### src/rtl/feature_decoder.sv
// rtl/feature_decoder.sv - 2->4 ReLU / 4->1 linear decoder on one shared 8x8 MAC (option: DECODER_SAT_CNT_EN)
module feature_decoder #(
  parameter int FRAC  = 6,
  parameter int ACC_W = 20
) (
  input  logic              clk,
  input  logic              rst_n,
  input  logic              in_valid,
  output logic              in_ready,
  input  logic signed [7:0] feature0,
  input  logic signed [7:0] feature1,
  output logic              out_valid,
  input  logic              out_ready,
  output logic signed [7:0] out_sample,
  input  logic              wr_en,
  input  logic [4:0]        wr_addr,
  input  logic signed [7:0] wr_data,
  output logic              busy
`ifdef DECODER_SAT_CNT_EN
  ,
  output logic [7:0]        sat_count
`endif
);

  localparam logic [1:0] S_IDLE = 2'd0;
  localparam logic [1:0] S_HID  = 2'd1;
  localparam logic [1:0] S_OUT  = 2'd2;
  localparam logic [1:0] S_DONE = 2'd3;

  logic [1:0]               r_state;
  logic [2:0]               r_cnt;
  logic signed [ACC_W-1:0]  r_acc;
  logic signed [7:0]        r_f0, r_f1;
  logic signed [7:0]        r_h    [0:3];
  logic signed [7:0]        r_coef [0:16];
  logic signed [7:0]        r_out_sample;
  logic                     r_out_valid;

  logic signed [7:0]        w_mul_a, w_mul_b;
  logic signed [15:0]       w_prod;
  logic signed [ACC_W-1:0]  w_sum, w_shift;
  logic                     w_hi, w_lo;
  logic signed [7:0]        w_sat8, w_relu;
  logic [4:0]               w_nb_idx;
  logic                     w_wr_ok;

  function automatic logic signed [ACC_W-1:0] bias_ext(input logic signed [7:0] b);
    return {{(ACC_W-8-FRAC){b[7]}}, b, {FRAC{1'b0}}};
  endfunction

  // r_cnt walks {j,k} in HID (8 steps) and j in OUT (4 steps)
  always_comb begin
    w_mul_a = '0;
    w_mul_b = '0;
    if (r_state == S_HID) begin
      w_mul_a = r_coef[{2'b00, r_cnt}];
      w_mul_b = r_cnt[0] ? r_f1 : r_f0;
    end else if (r_state == S_OUT) begin
      w_mul_a = r_coef[5'd12 + {3'b000, r_cnt[1:0]}];
      w_mul_b = r_h[r_cnt[1:0]];
    end
  end

  assign w_prod   = w_mul_a * w_mul_b;
  assign w_sum    = r_acc + $signed({{(ACC_W-16){w_prod[15]}}, w_prod});
  assign w_shift  = w_sum >>> FRAC;
  assign w_hi     = w_shift > $signed(ACC_W'(127));
  assign w_lo     = w_shift < $signed(ACC_W'(-128));
  assign w_sat8   = w_hi ? 8'sd127 : (w_lo ? -8'sd128 : w_shift[7:0]);
  assign w_relu   = w_sat8[7] ? 8'sd0 : w_sat8;
  assign w_nb_idx = (r_cnt == 3'd7) ? 5'd16 : (5'd9 + {3'b000, r_cnt[2:1]});
  assign w_wr_ok  = wr_en && (r_state == S_IDLE) && (wr_addr <= 5'd16);

  always_ff @(posedge clk or negedge rst_n) begin
    if (!rst_n) begin
      for (int i = 0; i < 17; i++) r_coef[i] <= '0;
    end else if (w_wr_ok) begin
      r_coef[wr_addr] <= wr_data;
    end
  end

  always_ff @(posedge clk or negedge rst_n) begin
    if (!rst_n) begin
      r_state      <= S_IDLE;
      r_cnt        <= '0;
      r_acc        <= '0;
      r_f0         <= '0;
      r_f1         <= '0;
      for (int i = 0; i < 4; i++) r_h[i] <= '0;
      r_out_sample <= '0;
      r_out_valid  <= 1'b0;
    end else begin
      case (r_state)
        S_IDLE: begin
          if (in_valid) begin
            r_f0    <= feature0;
            r_f1    <= feature1;
            r_acc   <= bias_ext(r_coef[8]);
            r_cnt   <= '0;
            r_state <= S_HID;
          end
        end
        S_HID: begin
          r_cnt <= r_cnt + 3'd1;
          if (!r_cnt[0]) begin
            r_acc <= w_sum;
          end else begin
            r_h[r_cnt[2:1]] <= w_relu;
            r_acc           <= bias_ext(r_coef[w_nb_idx]);
          end
          if (r_cnt == 3'd7) r_state <= S_OUT;
        end
        S_OUT: begin
          r_acc <= w_sum;
          r_cnt <= r_cnt + 3'd1;
          if (r_cnt[1:0] == 2'd3) begin
            r_out_sample <= w_sat8;
            r_out_valid  <= 1'b1;
            r_state      <= S_DONE;
          end
        end
        default: begin
          if (out_ready) begin
            r_out_valid <= 1'b0;
            r_state     <= S_IDLE;
          end
        end
      endcase
    end
  end

`ifdef DECODER_SAT_CNT_EN
  logic [7:0] r_sat_count;
  // only the final output clamp counts; hidden clamps share w_hi/w_lo but are masked by state
  always_ff @(posedge clk or negedge rst_n) begin
    if (!rst_n) begin
      r_sat_count <= '0;
    end else if ((r_state == S_OUT) && (r_cnt[1:0] == 2'd3) && (w_hi || w_lo)
                 && (r_sat_count != 8'hFF)) begin
      r_sat_count <= r_sat_count + 8'd1;
    end
  end
  assign sat_count = r_sat_count;
`endif

  assign in_ready   = (r_state == S_IDLE);
  assign busy       = (r_state != S_IDLE);
  assign out_valid  = r_out_valid;
  assign out_sample = r_out_sample;

endmodule

### config.mk
export PLATFORM = sky130hd
export DESIGN_NAME = feature_decoder
export DESIGN_NICKNAME = d
export VERILOG_FILES = /design/src/rtl/feature_decoder.sv
export SDC_FILE = /design/constraint.sdc
export NUM_CORES = 1
export LEC_CHECK = 0
export ABC_AREA = 1
export CORE_MARGIN = 1.5
export CORE_UTILIZATION = 45
export DETAILED_ROUTE_END_ITERATION = 7
export GPL_TIMING_DRIVEN = 0
export RECOVER_POWER = 100
export SYNTH_ARGS = -nofsm -noshare
export SYNTH_HDL_FRONTEND = slang
export SYNTH_SLANG_ARGS = --single-unit
### constraint.sdc
create_clock -name clk -period 15 [get_ports clk]
set_clock_uncertainty 0.15 [all_clocks]
set_input_delay 1.5 -clock clk [delete_from_list [all_inputs] [get_ports clk]]
set_output_delay 1.5 -clock clk [all_outputs]
set_load 0.005 [all_outputs]
# After elaboration in Yosys (flattened, before gate mapping)

Cells that the tools add are included.

Magnitude comparators: 11
Reduce and logical (&&, ||, !) cells: 19
$mul: 1
Muxes and demuxes: 40
Equal/unequal tests: 7
Bitwise operators: 7
Add/sub/neg operators: 4

Operator list:

| kind                | count |
|---|---|
| $bwmux 136          | 1 |
| $mux 8              | 17 |
| $bmux 8 s5          | 3 |
| $pmux 20 s3         | 1 |
| $demux 8 s5         | 1 |
| $mux 20             | 2 |
| $bwmux 32           | 1 |
| $ge 6x6->1 const B  | 4 |
| $add 20x16->20      | 1 |
| $not 5->6           | 3 |
| $bmux 8 s2          | 1 |
| $demux 8 s2         | 1 |
| $mul 8x8->16        | 1 |
| $gt 14x8->1 const B | 1 |
| $lt 14x8->1 const B | 1 |
| $add 4x2->5 const A | 2 |
| $reduce_and 2->1    | 5 |
| $mux 2              | 4 |
| $mux 7              | 1 |
| $ge 3x3->1 const B  | 2 |
| $lt 6x1->1 const B  | 1 |
| $not 2->3           | 2 |
| $not 3->6           | 1 |
| $pmux 2 s3          | 1 |
| other kinds (22)    | 31 |

Flip-flop bits (word level): 218
Input bits: 34
Output and inout port bits: 11

# Longest topological paths before layout

Gate-level depths: netlist (run 1).

Depth in word-level cells: 14
Depth in mapped cells: 36
Gate-level depth less buffers: 34

# Worst setup path before layout (run 1)

OpenSTA, ideal clock, no wires.

Path type: flip-flop to flip-flop
From: register r_state[1]
To: register r_h[14] in the netlist's numbering
Required time: 14732 ps
Setup time: 118 ps
Arrival time: 6675 ps
Period minus slack after synthesis: 6942 ps
Stages on the path, launching flop included: 32
Slack: 8058 ps
Cell sequence: dfrtp_1 -> inv_1 -> ha_1 -> inv_1 -> nor2_1 -> inv_1 -> o221ai_1 -> inv_1 -> nor2_1 -> inv_1 -> fa_1 -> inv_1 -> fa_1 -> fa_1 -> fa_1 -> inv_1 -> fa_1 -> inv_1 -> ha_1 -> nand2_1 -> nor2_1 -> nand2_1 -> nand2_1 -> nand2_1 -> nand3_1 -> nand2_1 -> nor2_1 -> nand4_1 -> nand2_1 -> nand2_1 -> nand3b_1 -> nand2_1

Cells in the longest elaborated chain, start to end: 10
Elaborated cells between the ends (all ways): 15

RTL lines:

| what                           | RTL line | source |
|---|---|---|
| start: declaration             | 30       | `logic [1:0] r_state;` |
| start signal: assignment       | 84       | `r_state <= S_IDLE;` |
| start signal: assignment       | 100      | `r_state <= S_HID;` |
| start signal: assignment       | 111      | `if (r_cnt == 3'd7) r_state <= S_OUT;` |
| $eq 2x2->1                     | 58       | `end else if (r_state == S_OUT) begin` |
| $mux 8                         | 58       |  |
| $mux 8                         | 55       | `if (r_state == S_HID) begin` |
| $mul 8x8->16                   | 64       | `assign w_prod = w_mul_a * w_mul_b;` |
| $add 20x16->20                 | 65       | `assign w_sum = r_acc + $signed({{(ACC_W-16){w_prod[15]}}, w_prod});` |
| $lt 14x8->1                    | 68       | `assign w_lo = w_shift < $signed(ACC_W'(-128));` |
| $mux 8 (2 in a row)            | 69       | `assign w_sat8 = w_hi ? 8'sd127 : (w_lo ? -8'sd128 : w_shift[7:0]);` |
| $mux 7                         | 70       | `assign w_relu = w_sat8[7] ? 8'sd0 : w_sat8;` |
| $bwmux 32                      | 108      | `r_h[r_cnt[2:1]] <= w_relu;` |
| end signal: indexed assignment | 108      |  |
| end: declaration               | 34       | `logic signed [7:0] r_h [0:3];` |

Several ways; a longest one is shown, not always the timed one.
A chain may end at the register's enable or synchronous reset.

# Final worst setup path (run 1)

From: register r_state[1]
To: register r_h[4] in the netlist's numbering

Same word-level chain as after synthesis.

==> results of run 1 <==
cell families (layout without fill, tap and decap cells):
family / count (synthesis) / in the layout / synth area share (%)
adders and majority gates: 145 / 145 / 17.8
xor gates and xnor gates: 8 / 8 / 0.503
DFF: 214 / 214 / 38.4
and+or+nand+nor: 682 / 682 / 19.6
buffers and inverters: 285 / 375 / 8.25
AOI/OAI and AO/OA: 398 / 398 / 15.4
worst max-delay path, delay by kind of cell (launching register included):
kind	cells	cell delay, ps
compound gates	3	1560
fa+ha+maj	7	3220
simple gates	11	2380
buf+inv	8	960
flops	1	410
cells in the mapped netlist, drive strengths merged (15+ instances only):
master / instances
o221ai: 15
nand2: 446
o22ai: 24
inv: 213
nand3: 42
ha: 56
clkbuf: 48
dfrtp: 214
o21ai: 263
a21oi: 70
fa: 89
buf: 22
nor2: 164
stage by stage:
stage,cells,area (um^2),utilization (%),hold slack [ps],setup slack [ps]
global placement,2171,14900,48.7,310,3030
finish,2218,15700,51.3,325,6140
CTS,2218,15800,51.7,327,6120
detailed placement,2172,14900,48.8,310,6120
global route,2218,15700,51.3,350,5500
floorplan,1732,13900,-,294,8060
cell type report:
cell class / instances / area, um^2
fillers: 3034 / 14900
multi-input cells: 1233 / 7390
flip-flops and latches: 214 / 5360
inverters: 215 / 807
clock buffers: 34 / 689
well taps: 396 / 495
repair buffers: 44 / 452
plain buffers: 70 / 273
clock inverters: 12 / 189
cells in the final DEF, fill, tap and decap left out, drive strengths merged, types with 24 or more instances in the layout:
cell type | netlist | layout
a21oi | 70 | 70
clkbuf | 48 | 97
clkdlybuf4s50 | 0 | 27
dfrtp | 214 | 214
fa | 89 | 89
ha | 56 | 56
inv | 213 | 214
nand2 | 446 | 446
nand3 | 42 | 42
nor2 | 164 | 164
o21ai | 263 | 263
o22ai | 24 | 24
per-layer routing:
| layer | track usage [%] | wire, um | vias up |
|---|---|---|---|
| li1 | - | - | 5723 |
| met5 | 0 | 0 | - |
| met1 | 37.1 | 18400 | 5822 |
| met4 | 8.96 | 1310 | 0 |
| met2 | 45.7 | 19800 | 352 |
| met3 | 3.99 | 2360 | 83 |
flip-flops by register name (all words and copies together), names as in the netlist:
register	count
out_sample	8
r_acc	20
r_state	2
out_valid	1
r_coef	136
r_f1	8
r_f0	8
r_cnt	3
r_h	28
worst min path at each step:
| stage | endpoint | startpoint | slack (ps) |
|---|---|---|---|
| 5_1_grt | r_coef[112] | r_coef[112] | 350 |
| 2_1_floorplan | r_h[14] | r_h[14] | 290 |
| 3_3_place_gp | r_coef[82] | r_coef[82] | 310 |
| 4_1_cts | r_h[22] | r_h[22] | 330 |
| 6_report | out_sample[2] | out_sample[2] | 330 |
| 3_5_place_dp | r_h[22] | r_h[22] | 310 |
==> results.txt, run 1 <==
Later-pin clock latency in the skew report - 530 ps
Vias per inst - 5.40
Routed vias - 12000
Synth cell types - 41
Worst reg2reg setup slack - 6140 ps
Crit path capture type - register
RSZ-0062 raised after global routing - false
Number of CTS-inserted buffers - 25
Ports - 45
First-pass GRT wire length - 67.3 mm
Site row count - 64
Drt wl/cell - 18.9 um
Worst setup path category - register to register
Worst Setup EP - r_h[4]
Gr usage total - 27.6%
Layout cells sized above 1 - 2.91%
Min Tclk post-route - 8860 ps
Routed Antenna Nets - 0
Most frequent CP cell - inv_1
Register area share after synthesis - 38.4%
Iteration-0 DRC Markers - 960
Violated checks - max-capacitance violations, max-slew violations
Net count, final - 1982
Clock Sink Count - 214
Largest net degree at the start of global routing - 109
Grt ovf - 0
CTS tree - built
Drt drc - 0
DIE HEIGHT - 179 um
Clock transition at path regs - 60 ps
Vias in the first global route - 12100
Worst-Margin Slew - 5910 ps
Worst min-delay path category - register to register
Antenna Diode Count - 0
Post-Synthesis Cells - 1732
CTS Buffer Depth - 3
Finish-stage setup viols - 0
Final-report hold violation count - 0
Max cap viols - 1
Core area - 30500 um^2
Reg-to-reg startpoint - r_state[1]
Setup TNS - 0 ps
Worst path slowest cell - nor2_1
R2R Path End - r_h[4]
Area contributors post-synth - dfrtp_1 38%, fa_1 13%, nand2_1 12%, o21ai_0 9.4%, inv_1 5.7%
Final count of pins violating max slew - 108
Ys Warns - 0
Post-synth top area share - 38.4%
EDFF count, synth - 0
Synthesis-to-finish area growth - 12.3%
Seq cells post-synth - 214
Post-CTS Resized - 0
Cells on worst reg2reg path - 29
Critical Path RT - 15230 ps
H-tree levels - 1
Detailed placement HPWL - 32.0 mm
Mean Syn Cell Area - 8.05 um^2
Starting density of the core - 45.7%
Synth Net Count - 1911
Status - complete, but fails checks
Worst Hold Path Cells - 2
Total Routed Length - 41.9 mm
Slowest stage delay, CP - 1040 ps
Synthesized cell area - 13900 um^2
Peak Freq - 113 MHz
CTS Root Cell - clkbuf_16
Initial antenna violation count - 0
DIE AREA - 32000 um^2
Startpoint Class - register
Top FF cell, synth - dfrtp_1
Synth area leader - dfrtp_1
Worst Setup SP - r_state[1]
Arr. time, crit path - 9090 ps
Final Cycle Share - 59.1%
Crit path max fanout - 13
Relative slew slack - -294%
Async SR Flop Fraction - 100%
Die Wd - 179 um
Port bufs - 43
First drt pass iteration count - 5
Hold_buf cts - 0
Routability Congestion - 0.900
Post-CTS Setup Bufs - 0
Power of run 1 is not shown: default switching activity piles up to over one toggle a cycle in this logic, so the estimate is an artifact.
==> inputs of run 2 (changes only) <==
==> constraint.sdc (replaced) <==
create_clock -name clk -period 7.6 [get_ports clk]
set_clock_uncertainty 0.15 [all_clocks]
set_input_delay 0.76 -clock clk [delete_from_list [all_inputs] [get_ports clk]]
set_output_delay 0.76 -clock clk [all_outputs]
set_load 0.005 [all_outputs]
==> results.txt, run 2 (synthesis results as in run 1) <==
H-tree levels - 1 (unchanged)
Worst reg2reg setup slack - 400 ps (-5730 ps)
Die Wd - 179 um (unchanged)
Total Routed Length - 42.2 mm (+0.73%)
Final worst slack - 404 ps (-5730 ps)
DIE AREA - 32000 um^2 (unchanged)
Core area - 30500 um^2 (unchanged)
R2R Path End - r_h[4]
CTS Root Cell - clkbuf_16
Placed cell area - 14900 um^2 (unchanged)
Worst min-delay path category - register to register
Crit path max fanout - 10 (-3)
Critical Path RT - 7840 ps (-7390 ps)
Layout cells sized above 1 - 6.28% (+3.4 points)
Grt ovf - 0 (unchanged)
Pre-CTS setup slack - -1280 ps (-7400 ps)
Top flop regs - r_coef x136, r_h x28, r_acc x20
Later-pin clock latency in the skew report - 530 ps (about the same)
Clock transition at path regs - 60 ps (about the same)
Worst Setup SP - r_cnt[0]
Largest net degree at the start of global routing - 109 (unchanged)
Arr. time, crit path - 7430 ps (-1660 ps)
Violated checks - max-capacitance violations, max-slew violations
Clock Sink Count - 214 (unchanged)
Detailed placement HPWL - 32.0 mm (unchanged)
Cells on worst reg2reg path - 32 (+10%)
Routed vias - 12100 (+1.2%)
Final count of pins violating max slew - 108 (unchanged)
Worst Hold Path Cells - 2 (unchanged)
Slowest stage delay, CP - 550 ps (-490 ps)
First-pass GRT wire length - 67.4 mm (+0.10%)
Vias in the first global route - 12200 (+0.18%)
Relative slew slack - -295% (-0.46 points)
Fillers - 3007 (-0.89%)
Final Cycle Share - 94.7% (+36 points)
Worst setup path category - register to register
Final-report hold violation count - 0 (unchanged)
CTS tree - built
Placed cell count - 2172 (unchanged)
Ports - 45 (unchanged)
Worst-Margin Slew - 5920 ps (+6.87 ps)
Most frequent CP cell - nand2_1
Status - complete, but fails checks
Site row count - 64 (unchanged)
Max cap viols - 1 (unchanged)
Max FFs per register - 136 (unchanged)
Reg-to-reg startpoint - r_cnt[0]
Drt wl/cell - 19.0 um (+0.32%)
Biggest register - r_coef
Port bufs - 43 (unchanged)
DIE HEIGHT - 179 um (unchanged)
Final instance count without filler cells - 2227 (+0.41%)
Most frequent cells in the layout - 440 x nand2_1, 256 x o21ai_0, 212 x dfrtp_1
Gr usage total - 27.6% (about the same)
Final instance area - 15900 um^2 (+1.8%)
Routability Congestion - 0.900 (unchanged)
Hold_buf cts - 0 (unchanged)
Synthesis-to-finish area growth - 14.3%
Number of CTS-inserted buffers - 25 (unchanged)
Initial antenna violation count - 0 (unchanged)
Routed Antenna Nets - 0 (unchanged)
Commonest non-fill, non-tap cell in the layout - nand2_1
Worst path slowest cell - fa_1
Antenna Diode Count - 0 (unchanged)
Crit path capture type - register
CTS Buffer Depth - 3 (unchanged)
Startpoint Class - register
Peak Freq - 139 MHz (+23%)
Net count, final - 1991 (+0.45%)
Iteration-0 DRC Markers - 864 (-10%)
Min Tclk post-route - 7200 ps (-1670 ps)
First drt pass iteration count - 7 (+2)
Starting density of the core - 45.7% (unchanged)
Hold worst-path end - out_sample[2]
Drt drc - 0 (unchanged)
Finish-stage setup viols - 0 (unchanged)
Vias per inst - 5.44 (+0.80%)
Worst hold start - out_sample[2]
-- run 2: cell count changes in the layout (fill, tap and decap cells not counted), moves of 5 or more --
cell	previous run	this run
nor2_1	163	158
o21ai_2	0	6
nand2_2	0	6
o21ai_0	262	256
buf_4	1	9
clkbuf_2	0	16
o221ai_1	15	9
nand2_1	446	440
o221ai_4	0	5
clkbuf_1	69	48
-- run 2: area by class of cell --
type / instances / area [um^2] / area share, %
Timing Repair Buffer: 53 / 532 / 3.34
Sequential cell: 214 / 5360 / 33.6
Clock buffer: 34 / 689 / 4.33
Multi-Input combinational cell: 1233 / 7550 / 47.4
Inverter: 215 / 815 / 5.11
Clock inverter: 12 / 189 / 1.19
Buffer: 70 / 304 / 1.91
Tap cell: 396 / 495 / 3.11
-- run 2: worst max path at each step --
stage	slack, ps	to	cells after the start
2_1_floorplan	660	r_h[14]	31
3_5_place_dp	-1280	r_h[13]	29
6_report	400	r_h[4]	32
4_1_cts	10	r_h[30]	29
5_1_grt	-20	r_h[28]	30
3_3_place_gp	-3630	r_acc[18]	1
-- run 2: critical path, delay by kind of cell (launching register included) --
family                   cells  cell delay (ps)
buffers and inverters       10             1380
adder cells (fa/ha/maj)      6             2950
flip-flops                   1              440
AO/OA/AOI/OAI                3              650
AND/OR/NAND/NOR             13             1460
-- run 2: per-stage QoR --
step,hold WS [ps],util (%),TNS (ps)
2_1_floorplan,294,-,0
3_3_place_gp,310,48.7,-816030
3_5_place_dp,310,48.8,-43380
4_1_cts,169,52.1,0
5_1_grt,350,52.2,-75.5
6_report,326,52.2,0
-- run 2: timing repair --
item                                    in CTS  in global routing
endpoints found under the hold margin        0                  0
pin swaps                                    2                  1
endpoints found under the setup margin      49                 36
buffers inserted                             4                  5
gates resized for setup                     29                 50
-- run 2: layer usage --
| layer | share of wire (%) | up-vias | track usage (%) |
|---|---|---|---|
| li1 | - | 5755 | - |
| met1 | 44 | 5901 | 37.3 |
| met2 | 47 | 381 | 45.8 |
| met3 | 5.7 | 88 | 3.60 |
| met4 | 3.2 | 0 | 8.89 |
| met5 | 0 | - | 0 |
Power of run 2 is left out for the same reason.
==> inputs of run 3 (changes only) <==
--- a/config.mk
+++ b/config.mk
@@ -11,6 +11,7 @@
 export DETAILED_ROUTE_END_ITERATION = 7
 export GPL_TIMING_DRIVEN = 0
 export RECOVER_POWER = 100
+export SETUP_SLACK_MARGIN = 0.5
 export SYNTH_ARGS = -nofsm -noshare
 export SYNTH_HDL_FRONTEND = slang
 export SYNTH_SLANG_ARGS = --single-unit
==> results.txt, run 3 (synthesis results as in run 1) <==
Status - complete, but fails checks
Worst setup path category - register to register
Gr usage total - 27.7% (+0.16 points)
Port bufs - 43 (unchanged)
Crit path capture type - register
Routed vias - 12200 (+0.45%)
Placed cell area - 14900 um^2 (unchanged)
Final-report hold violation count - 0 (unchanged)
Pre-CTS setup slack - -1280 ps (unchanged)
Final worst slack - 663 ps (+259 ps)
Hold_buf cts - 0 (unchanged)
Multi-input logic area - 7640 um^2 (+1.1%)
Fillers - 2977 (-1.0%)
Layout cells sized above 1 - 7.65% (+1.4 points)
Synthesis-to-finish area growth - 16.0%
Final instance count without filler cells - 2240 (+0.58%)
H-tree levels - 1 (unchanged)
Startpoint Class - register
Crit path max fanout - 10 (unchanged)
Vias per inst - 5.44 (-0.14%)
Worst path slowest cell - fa_1
Clock transition at path regs - 60 ps (about the same)
CTS tree - built
Antenna Diode Count - 0 (unchanged)
Later-pin clock latency in the skew report - 530 ps (about the same)
Arr. time, crit path - 7180 ps (-250 ps)
Final instance area - 16200 um^2 (+1.4%)
Routability Congestion - 0.900 (unchanged)
Clock Sink Count - 214 (unchanged)
Storage element area - 5360 um^2 (about the same)
Peak Freq - 144 MHz (+3.7%)
Worst min-delay path category - register to register
Die Wd - 179 um (unchanged)
RSZ-0062 raised after global routing - true
CTS Buffer Depth - 3 (unchanged)
Most frequent CP cell - nand2_1
Starting density of the core - 45.7% (unchanged)
Violated checks - max-capacitance violations, max-slew violations
Worst reg2reg setup slack - 660 ps (+260 ps)
Drt drc - 0 (unchanged)
Routed Antenna Nets - 0 (unchanged)
Total Routed Length - 42.5 mm (+0.71%)
Iteration-0 DRC Markers - 977 (+13%)
Finish-stage setup viols - 0 (unchanged)
Detailed placement HPWL - 32.0 mm (unchanged)
Net count, final - 2004 (+0.65%)
DIE HEIGHT - 179 um (unchanged)
Site row count - 64 (unchanged)
Commonest non-fill, non-tap cell in the layout - nand2_1
Relative slew slack - -296% (-0.98 points)
Grt ovf - 0 (unchanged)
First drt pass iteration count - 5 (-2)
Vias in the first global route - 12200 (+0.36%)
Drt wl/cell - 19.0 um (+0.13%)
Top flop regs - r_coef x136, r_h x28, r_acc x20
Number of CTS-inserted buffers - 25 (unchanged)
Max cap viols - 1 (unchanged)
Final count of pins violating max slew - 108 (unchanged)
Most frequent cells in the layout - 435 x nand2_1, 254 x o21ai_0, 213 x dfrtp_1
Worst-Margin Slew - 5930 ps (+14.6 ps)
Core area - 30500 um^2 (unchanged)
Final Cycle Share - 91.3% (-3.4 points)
Min Tclk post-route - 6940 ps (-259 ps)
DIE AREA - 32000 um^2 (unchanged)
Placed cell count - 2172 (unchanged)
Critical Path RT - 7840 ps (about the same)
Biggest register - r_coef
Slowest stage delay, CP - 550 ps (about the same)
First-pass GRT wire length - 67.9 mm (+0.81%)
CTS Root Cell - clkbuf_16
Largest net degree at the start of global routing - 109 (unchanged)
Ports - 45 (unchanged)
Initial antenna violation count - 0 (unchanged)
Max FFs per register - 136 (unchanged)
## run 3: cell count changes in the layout (fill, tap and decap cells not counted), sizes merged
cell,delta
clkbuf,-3
inv,+1
buf,+16
clkinvlp,-1
## run 3: worst paths after layout
path / startpoint / endpoint / depth (start not counted)
hold / removal: out_sample[2] / out_sample[2] / 2
setup / recovery: r_cnt[0] / r_h[4] / 32
max in group asynchronous: rst_n / r_acc[19] / 1
hold reg to reg: out_sample[2] / out_sample[2] / 2
setup reg to reg: r_cnt[0] / r_h[4] / 32
min in group asynchronous: rst_n / r_coef[92] / 1
## run 3: timing repair
item	4_1_cts	5_1_grt
hold endpoints to repair	0	0
setup endpoints to repair	49	39
cloned	0	0
resized for setup	64	68
buffers inserted	8	14
pin swaps	3	10
## run 3: area by class of cell
cell class | count | share of cell area (%)
repair buffers | 66 | 3.89
well taps | 396 | 3.07
plain buffers | 70 | 2.18
clock inverters | 12 | 1.17
clock buffers | 34 | 4.26
multi-input cells | 1233 | 47.2
inverters | 215 | 5.05
flip-flops and latches | 214 | 33.1
## run 3: per-layer routing
layer | wire length [um] | global-route usage, % | vias up
li1 | - | - | 5781
met1 | 18700 | 38.1 | 5945
met2 | 20300 | 46.3 | 373
met3 | 2250 | 3.10 | 80
met4 | 1210 | 8.13 | 0
met5 | 0 | 0 | -
## run 3: worst max-delay path: cells and delay by family (launching register included)
family | cells | cell delay [ps]
adders and majority gates | 6 | 2960
DFF | 1 | 480
and+or+nand+nor | 13 | 1380
AOI/OAI and AO/OA | 3 | 590
buffers and inverters | 10 | 1230
## run 3: stage by stage
step,setup TNS [ps],utilization (%),hold WS [ps]
after floorplan,0,-,294
after global placement,-816030,48.7,310
after detailed placement,-43380,48.8,310
after CTS,0,52.6,169
after global routing,0,53.0,350
final,0,53.0,325
Power of run 3 is left out for the same reason.
